**src/rtl/uart_ctrl_pkg.sv**
```systemverilog
// Shared types and defaults for the UART transmit arbiter.
// Holds the FSM state encoding, default parameters and the grant-index width helper.
package uart_ctrl_pkg;

    typedef enum logic [1:0] {
        ST_IDLE = 2'd0,
        ST_SEND = 2'd1,
        ST_WAIT = 2'd2
    } arb_state_e;

    localparam int DEF_NUM_REQ     = 4;
    localparam int DEF_TIMEOUT_CYC = 100000;

    // Width of a requester index; never less than one bit.
    function automatic int gid_w(input int n);
        return (n <= 2) ? 1 : $clog2(n);
    endfunction

endpackage

```
**src/rtl/uart_rr_pick.sv**
```systemverilog
// Combinational round-robin picker.
// Searches upward from i_last+1 with wrap to 0 and returns the first active requester.
module uart_rr_pick
    import uart_ctrl_pkg::*;
#(
    parameter int NUM_REQ = DEF_NUM_REQ
) (
    input  logic [NUM_REQ-1:0]        i_req,
    input  logic [gid_w(NUM_REQ)-1:0] i_last,
    output logic [gid_w(NUM_REQ)-1:0] o_win,
    output logic                      o_vld
);
    localparam int GW = gid_w(NUM_REQ);

    logic [GW-1:0] w_hi;
    logic [GW-1:0] w_lo;
    logic          w_hi_vld;
    logic          w_lo_vld;

    // Two priority groups: lowest index above i_last first, else lowest index overall (the wrap).
    // The loop runs downward so the last hit, i.e. the lowest index, wins.
    always_comb begin
        w_hi     = '0;
        w_lo     = '0;
        w_hi_vld = 1'b0;
        w_lo_vld = 1'b0;
        for (int i = NUM_REQ - 1; i >= 0; i--) begin
            if (i_req[i]) begin
                w_lo_vld = 1'b1;
                w_lo     = GW'(i);
                if (GW'(i) > i_last) begin
                    w_hi_vld = 1'b1;
                    w_hi     = GW'(i);
                end
            end
        end
        o_vld = w_lo_vld;
        o_win = w_hi_vld ? w_hi : w_lo;
    end

endmodule

```
**src/rtl/uart_tx_arbiter.sv**
```systemverilog
// Round-robin arbiter sharing one byte transmitter among NUM_REQ requesters.
// IDLE picks a winner and pulses gnt, SEND pulses tx_send_en, WAIT holds until tx_done.
// Optional WAIT watchdog: define UART_ARB_TIMEOUT_EN to build it (timeout_err tied 0 otherwise).
module uart_tx_arbiter
    import uart_ctrl_pkg::*;
#(
    parameter int NUM_REQ     = DEF_NUM_REQ,
    parameter int TIMEOUT_CYC = DEF_TIMEOUT_CYC
) (
    input  logic                      Clk,
    input  logic                      Rst,
    input  logic [NUM_REQ-1:0]        req,
    input  logic [8*NUM_REQ-1:0]      req_data,
    output logic [NUM_REQ-1:0]        gnt,
    output logic [7:0]                tx_data_byte,
    output logic                      tx_send_en,
    input  logic                      tx_done,
    output logic                      busy,
    output logic [gid_w(NUM_REQ)-1:0] grant_id,
    output logic                      timeout_err
);
    localparam int GW = gid_w(NUM_REQ);

    generate
        if (NUM_REQ < 2 || NUM_REQ > 8) begin : g_bad_num_req
            $error("uart_tx_arbiter: NUM_REQ must be 2..8");
        end
        if (TIMEOUT_CYC < 2) begin : g_bad_timeout
            $error("uart_tx_arbiter: TIMEOUT_CYC must be at least 2");
        end
    endgenerate

    arb_state_e                r_state, w_state_nxt;
    logic [NUM_REQ-1:0]        r_gnt, w_gnt;
    logic                      r_send, w_send;
    logic [7:0]                r_data, w_data;
    logic [GW-1:0]             r_gid, w_gid;
    logic [GW-1:0]             r_last, w_last;
    logic [GW-1:0]             w_pick;
    logic                      w_pick_vld;
    logic [NUM_REQ-1:0][7:0]   w_bytes;

    assign w_bytes = req_data;

`ifdef UART_ARB_TIMEOUT_EN
    localparam int CW = $clog2(TIMEOUT_CYC);
    logic [CW-1:0] r_wdog, w_wdog;
    logic          r_tmo, w_tmo;
`endif

    uart_rr_pick #(
        .NUM_REQ (NUM_REQ)
    ) u_pick (
        .i_req  (req),
        .i_last (r_last),
        .o_win  (w_pick),
        .o_vld  (w_pick_vld)
    );

    // Next state and next registered outputs; pulses default low, data/ids hold.
    always_comb begin
        w_state_nxt = r_state;
        w_gnt       = '0;
        w_send      = 1'b0;
        w_data      = r_data;
        w_gid       = r_gid;
        w_last      = r_last;
`ifdef UART_ARB_TIMEOUT_EN
        w_wdog      = r_wdog;
        w_tmo       = 1'b0;
`endif
        case (r_state)
            ST_IDLE: begin
                if (w_pick_vld) begin
                    w_gnt       = NUM_REQ'(1) << w_pick;
                    w_data      = w_bytes[w_pick];
                    w_gid       = w_pick;
                    w_state_nxt = ST_SEND;
                end
            end
            ST_SEND: begin
                // Registered, so the start pulse follows gnt by one cycle and never overlaps it.
                w_send      = 1'b1;
                w_state_nxt = ST_WAIT;
`ifdef UART_ARB_TIMEOUT_EN
                w_wdog      = '0;
`endif
            end
            ST_WAIT: begin
                // Returning to IDLE first guarantees at least one idle cycle between bytes.
                if (tx_done) begin
                    w_last      = r_gid;
                    w_state_nxt = ST_IDLE;
                end
`ifdef UART_ARB_TIMEOUT_EN
                else if (r_wdog == CW'(TIMEOUT_CYC - 1)) begin
                    w_tmo       = 1'b1;
                    w_last      = r_gid;
                    w_state_nxt = ST_IDLE;
                end else begin
                    w_wdog = r_wdog + 1'b1;
                end
`endif
            end
            default: w_state_nxt = ST_IDLE;
        endcase
    end

    // State and output registers with synchronous reset; last_grant resets so requester 0 wins first.
    always_ff @(posedge Clk) begin
        if (Rst) begin
            r_state <= ST_IDLE;
            r_gnt   <= '0;
            r_send  <= 1'b0;
            r_data  <= '0;
            r_gid   <= '0;
            r_last  <= GW'(NUM_REQ - 1);
`ifdef UART_ARB_TIMEOUT_EN
            r_wdog  <= '0;
            r_tmo   <= 1'b0;
`endif
        end else begin
            r_state <= w_state_nxt;
            r_gnt   <= w_gnt;
            r_send  <= w_send;
            r_data  <= w_data;
            r_gid   <= w_gid;
            r_last  <= w_last;
`ifdef UART_ARB_TIMEOUT_EN
            r_wdog  <= w_wdog;
            r_tmo   <= w_tmo;
`endif
        end
    end

    assign gnt          = r_gnt;
    assign tx_send_en   = r_send;
    assign tx_data_byte = r_data;
    assign grant_id     = r_gid;
    assign busy         = (r_state != ST_IDLE);
`ifdef UART_ARB_TIMEOUT_EN
    assign timeout_err  = r_tmo;
`else
    assign timeout_err  = 1'b0;
`endif

endmodule
```
**config.mk**
```make
export PLATFORM = sky130hd
export DESIGN_NAME = uart_tx_arbiter
export DESIGN_NICKNAME = d
export VERILOG_FILES = /design/src/rtl/uart_ctrl_pkg.sv /design/src/rtl/uart_rr_pick.sv /design/src/rtl/uart_tx_arbiter.sv
export SDC_FILE = /design/constraint.sdc
export NUM_CORES = 1
export LEC_CHECK = 0
export CORE_AREA = 2 2 67 53
export CTS_CLUSTER_DIAMETER = 40
export DETAILED_ROUTE_END_ITERATION = 16
export DIE_AREA = 0 0 69 55
export PLACE_DENSITY = 0.82
export SLEW_MARGIN = 10
export SYNTH_ARGS = -nofsm -noshare
export SYNTH_HDL_FRONTEND = slang
export SYNTH_SLANG_ARGS = --single-unit
```
**constraint.sdc**
```tcl
create_clock -name Clk -period 1.9 [get_ports Clk]
set_input_delay 0.285 -clock Clk [delete_from_list [all_inputs] [get_ports Clk]]
set_output_delay 0.285 -clock Clk [all_outputs]
set_load 0.03 [all_outputs]
```
==> metrics.yaml <==
hold_class: "reg -> reg"
clock_latency_ns: 0.26
yosys-top-cells-count: "dfxtp_1 (19), a211oi_1 (9), a221o_1 (8), nand4_1 (8), o31ai_1 (8)"
vdd_drop_max_uv: 323
grt_pass1_wl_um: 5080
placed_area_um2: 1750
ys_async_sr_fraction_pct: 0
insertedDiodeCount: 0
num_vias: 1176
syn_inst: 108
r2r-start: "r_last[0]"
crit_arrival_ns: 1.99
yosysMostFrequentCell: "dfxtp_1"
wl_per_cell_um: 15.5
drc: 0
met1_usage_pct: 21.5
whs_path_depth: 1
wirelength_um: 3430
groute.layer.met3.usage_pct: 4.17
yosysSeqAreaShare_pct: 36.1
comb_power_share_pct: 39.2
syn2layout_area_growth_pct: 75.4
avgSynthCellArea_um2: 9.75
critical_path_class: "reg -> reg"
min_to: "tx_data_byte[3]"
final.setup.worst_slack_ns: 0.0555
synth_seq_cells: 19
p_total_mw: 1.24
timing.fmax_mhz: 542
switching_share_pct: 31.5
die_h_um: 55
utilization_pct: 58.6
viasPerCell: 5.32
cts_hold_buf: 0
cts_buffers: 3
clkSinkCount: 19
power_density_nw_per_um2: 669
first_global_vias: 1082
grt_antenna_before_repair: 0
grt_usage_pct: 17.2
critPathSlowestCell: "dfxtp_2"
detail_route.first_pass.iterations: 4
reg2reg_depth: 6
first_iter_violations: 70
num_io_pins: 56
synth_top_area_cell: "dfxtp_1"
crit_chain: "and2b_1 > o21a_1 > nor3_4 > buf_6 > mux2_2 > a221o_1"
dieWidth_um: 69
min_period_ns: 1.84
yosys.cell_types.count: 37
critPathMaxStageDelay_ns: 0.33
drv_slew: 0
seqPwrFrac_pct: 37.6
cts_buffer_depth: 2
worstSetupStartpointType: "flip-flop"
drtAntennaViolNets: 0
r2r_end: "tx_data_byte[0]"
h-tree-depth: 1
drive_above_1_share_pct: 23.8
clkPwrFrac_pct: 23.2
port_buffers: 54
die-area_um2: 3800
busiest_layer: "met2"
finalSetupViolCount: 0
core_um2: 3150
syn_nets: 147
required_ns: 2.05
rsz0062_at_grt: "no"
place_congestion: 0.919
final_area_um2: 1850
hold_start: "tx_data_byte[3]"
yosys-top-cells-area: "dfxtp_1 (36%), a221o_1 (7.6%), mux2_4 (7.1%)"
finalClockSkew_ns: 0.00207
p_int_mw: 0.847
p_sw_mw: 0.390
pre_cts_ws_ns: -0.462
synth_top_area_share_pct: 36.1
grt_overflow: 0
synth_warnings: 0
endpoint_kind: "flip-flop"
syn_area_um2: 1050
p_leak_nw: 0.760
cap_viol_max_count: 0
initial_core_util_pct: 33.4
use_met2_pct: 30.6
hold_violations: 0
path_max_fanout: 3
r2r_setup_slack_ns: 0.06
grt_max_degree: 13
nNetsFinal: 221
cts_tree: "done"
core.rowCount: 18
synth_enable_flop_cells: 0
dp_hpwl_um: 2640
fin_crit_sh_pct: 97.1
clk_pin_slew_ns: 0.07
status: "finished clean"
cts-root-buf: "clkbuf_8"
ys.flop_type: "dfxtp_1"
[metrics by stage]
step,hold slack (ns),TNS (ns),instances
5_1_grt,0.509,0,221
3_5_place_dp,0.475,-3.34,215
4_1_cts,0.492,0,221
3_3_place_gp,0.467,-2.77,215
6_report,0.487,0,221
2_1_floorplan,0.354,0,108
[sequential cells by signal, indices dropped and copies added (netlist names)]
signal,count
gnt,4
r_last,2
grant_id,2
tx_data_byte,8
r_state,2
tx_send_en,1
[logic make-up after synthesis]
group / after synthesis / synth area share, %
other: 1 / 0.356
AO/OA/AOI/OAI: 35 / 26.6
flip-flops: 19 / 36.1
multiplexers: 10 / 12.2
AND/OR/NAND/NOR: 34 / 19.7
buffers and inverters: 9 / 4.99
[what timing repair did]
action                     in CTS  in global routing
resized for setup              11                  0
hold endpoints to repair        0                  0
setup endpoints to repair       8                  0
buffers inserted                2                  0
[routing by layer]
layer / routed length, um / up-vias
met4: 44 / 0
met3: 161 / 6
met2: 1740 / 51
met5: 0 / -
met1: 1480 / 554
li1: - / 565
[worst max-delay path by stage]
stage,from,cells past startpoint,end,slack (ns)
6_report,r_last[0],6,tx_data_byte[0],0.06
5_1_grt,r_last[0],7,tx_data_byte[0],0.003
4_1_cts,r_last[0],6,tx_data_byte[4],0.06
3_5_place_dp,req[3],7,tx_data_byte[4],-0.46
3_3_place_gp,req[3],7,tx_data_byte[1],-0.36
2_1_floorplan,r_last[0],7,tx_data_byte[1],0.003
[cells in the final DEF (no fill, tap or decap), types with 2 or more instances in the layout]
| master | count |
|---|---|
| dfxtp_1 | 18 |
| buf_6 | 4 |
| a211oi_1 | 9 |
| mux2_4 | 5 |
| mux2i_1 | 2 |
| buf_4 | 19 |
| nand2b_1 | 3 |
| a221o_1 | 8 |
| a21o_1 | 2 |
| nor2_1 | 7 |
| nand2b_4 | 2 |
| nor2b_1 | 2 |
| o31ai_1 | 8 |
| nand4_1 | 8 |
| clkbuf_8 | 3 |
| o21ai_0 | 2 |
| clkdlybuf4s50_1 | 50 |
| dlygate4sd2_1 | 4 |
| mux2_2 | 3 |
[power groups by stage]
stage	clock network [mW]	logic [mW]	registers [mW]
detailed placement	0	0.468	0.476
CTS	0.292	0.484	0.466
finish	0.287	0.485	0.466
floorplan	0	0.178	0.538
global placement	0	0.458	0.473
global route	0.312	0.514	0.472
[critical path: cells and delay by family, from the launching register on]
family / cells / cell delay (ns)
and+or+nand+nor: 2 / 0.40
buffers and inverters: 1 / 0.14
AOI/OAI and AO/OA: 2 / 0.53
muxes: 1 / 0.33
DFF: 1 / 0.33
[cell type report]
class | instances | area (um^2)
clock inverter | 1 | 5.00
inverter | 1 | 3.75
timing repair buffer | 77 | 723
tap | 40 | 50.0
sequential | 19 | 382
clock buffer | 3 | 41.3
multi-input combinational | 80 | 643
fill | 255 | 1310
(Power assumes the default switching activity.)
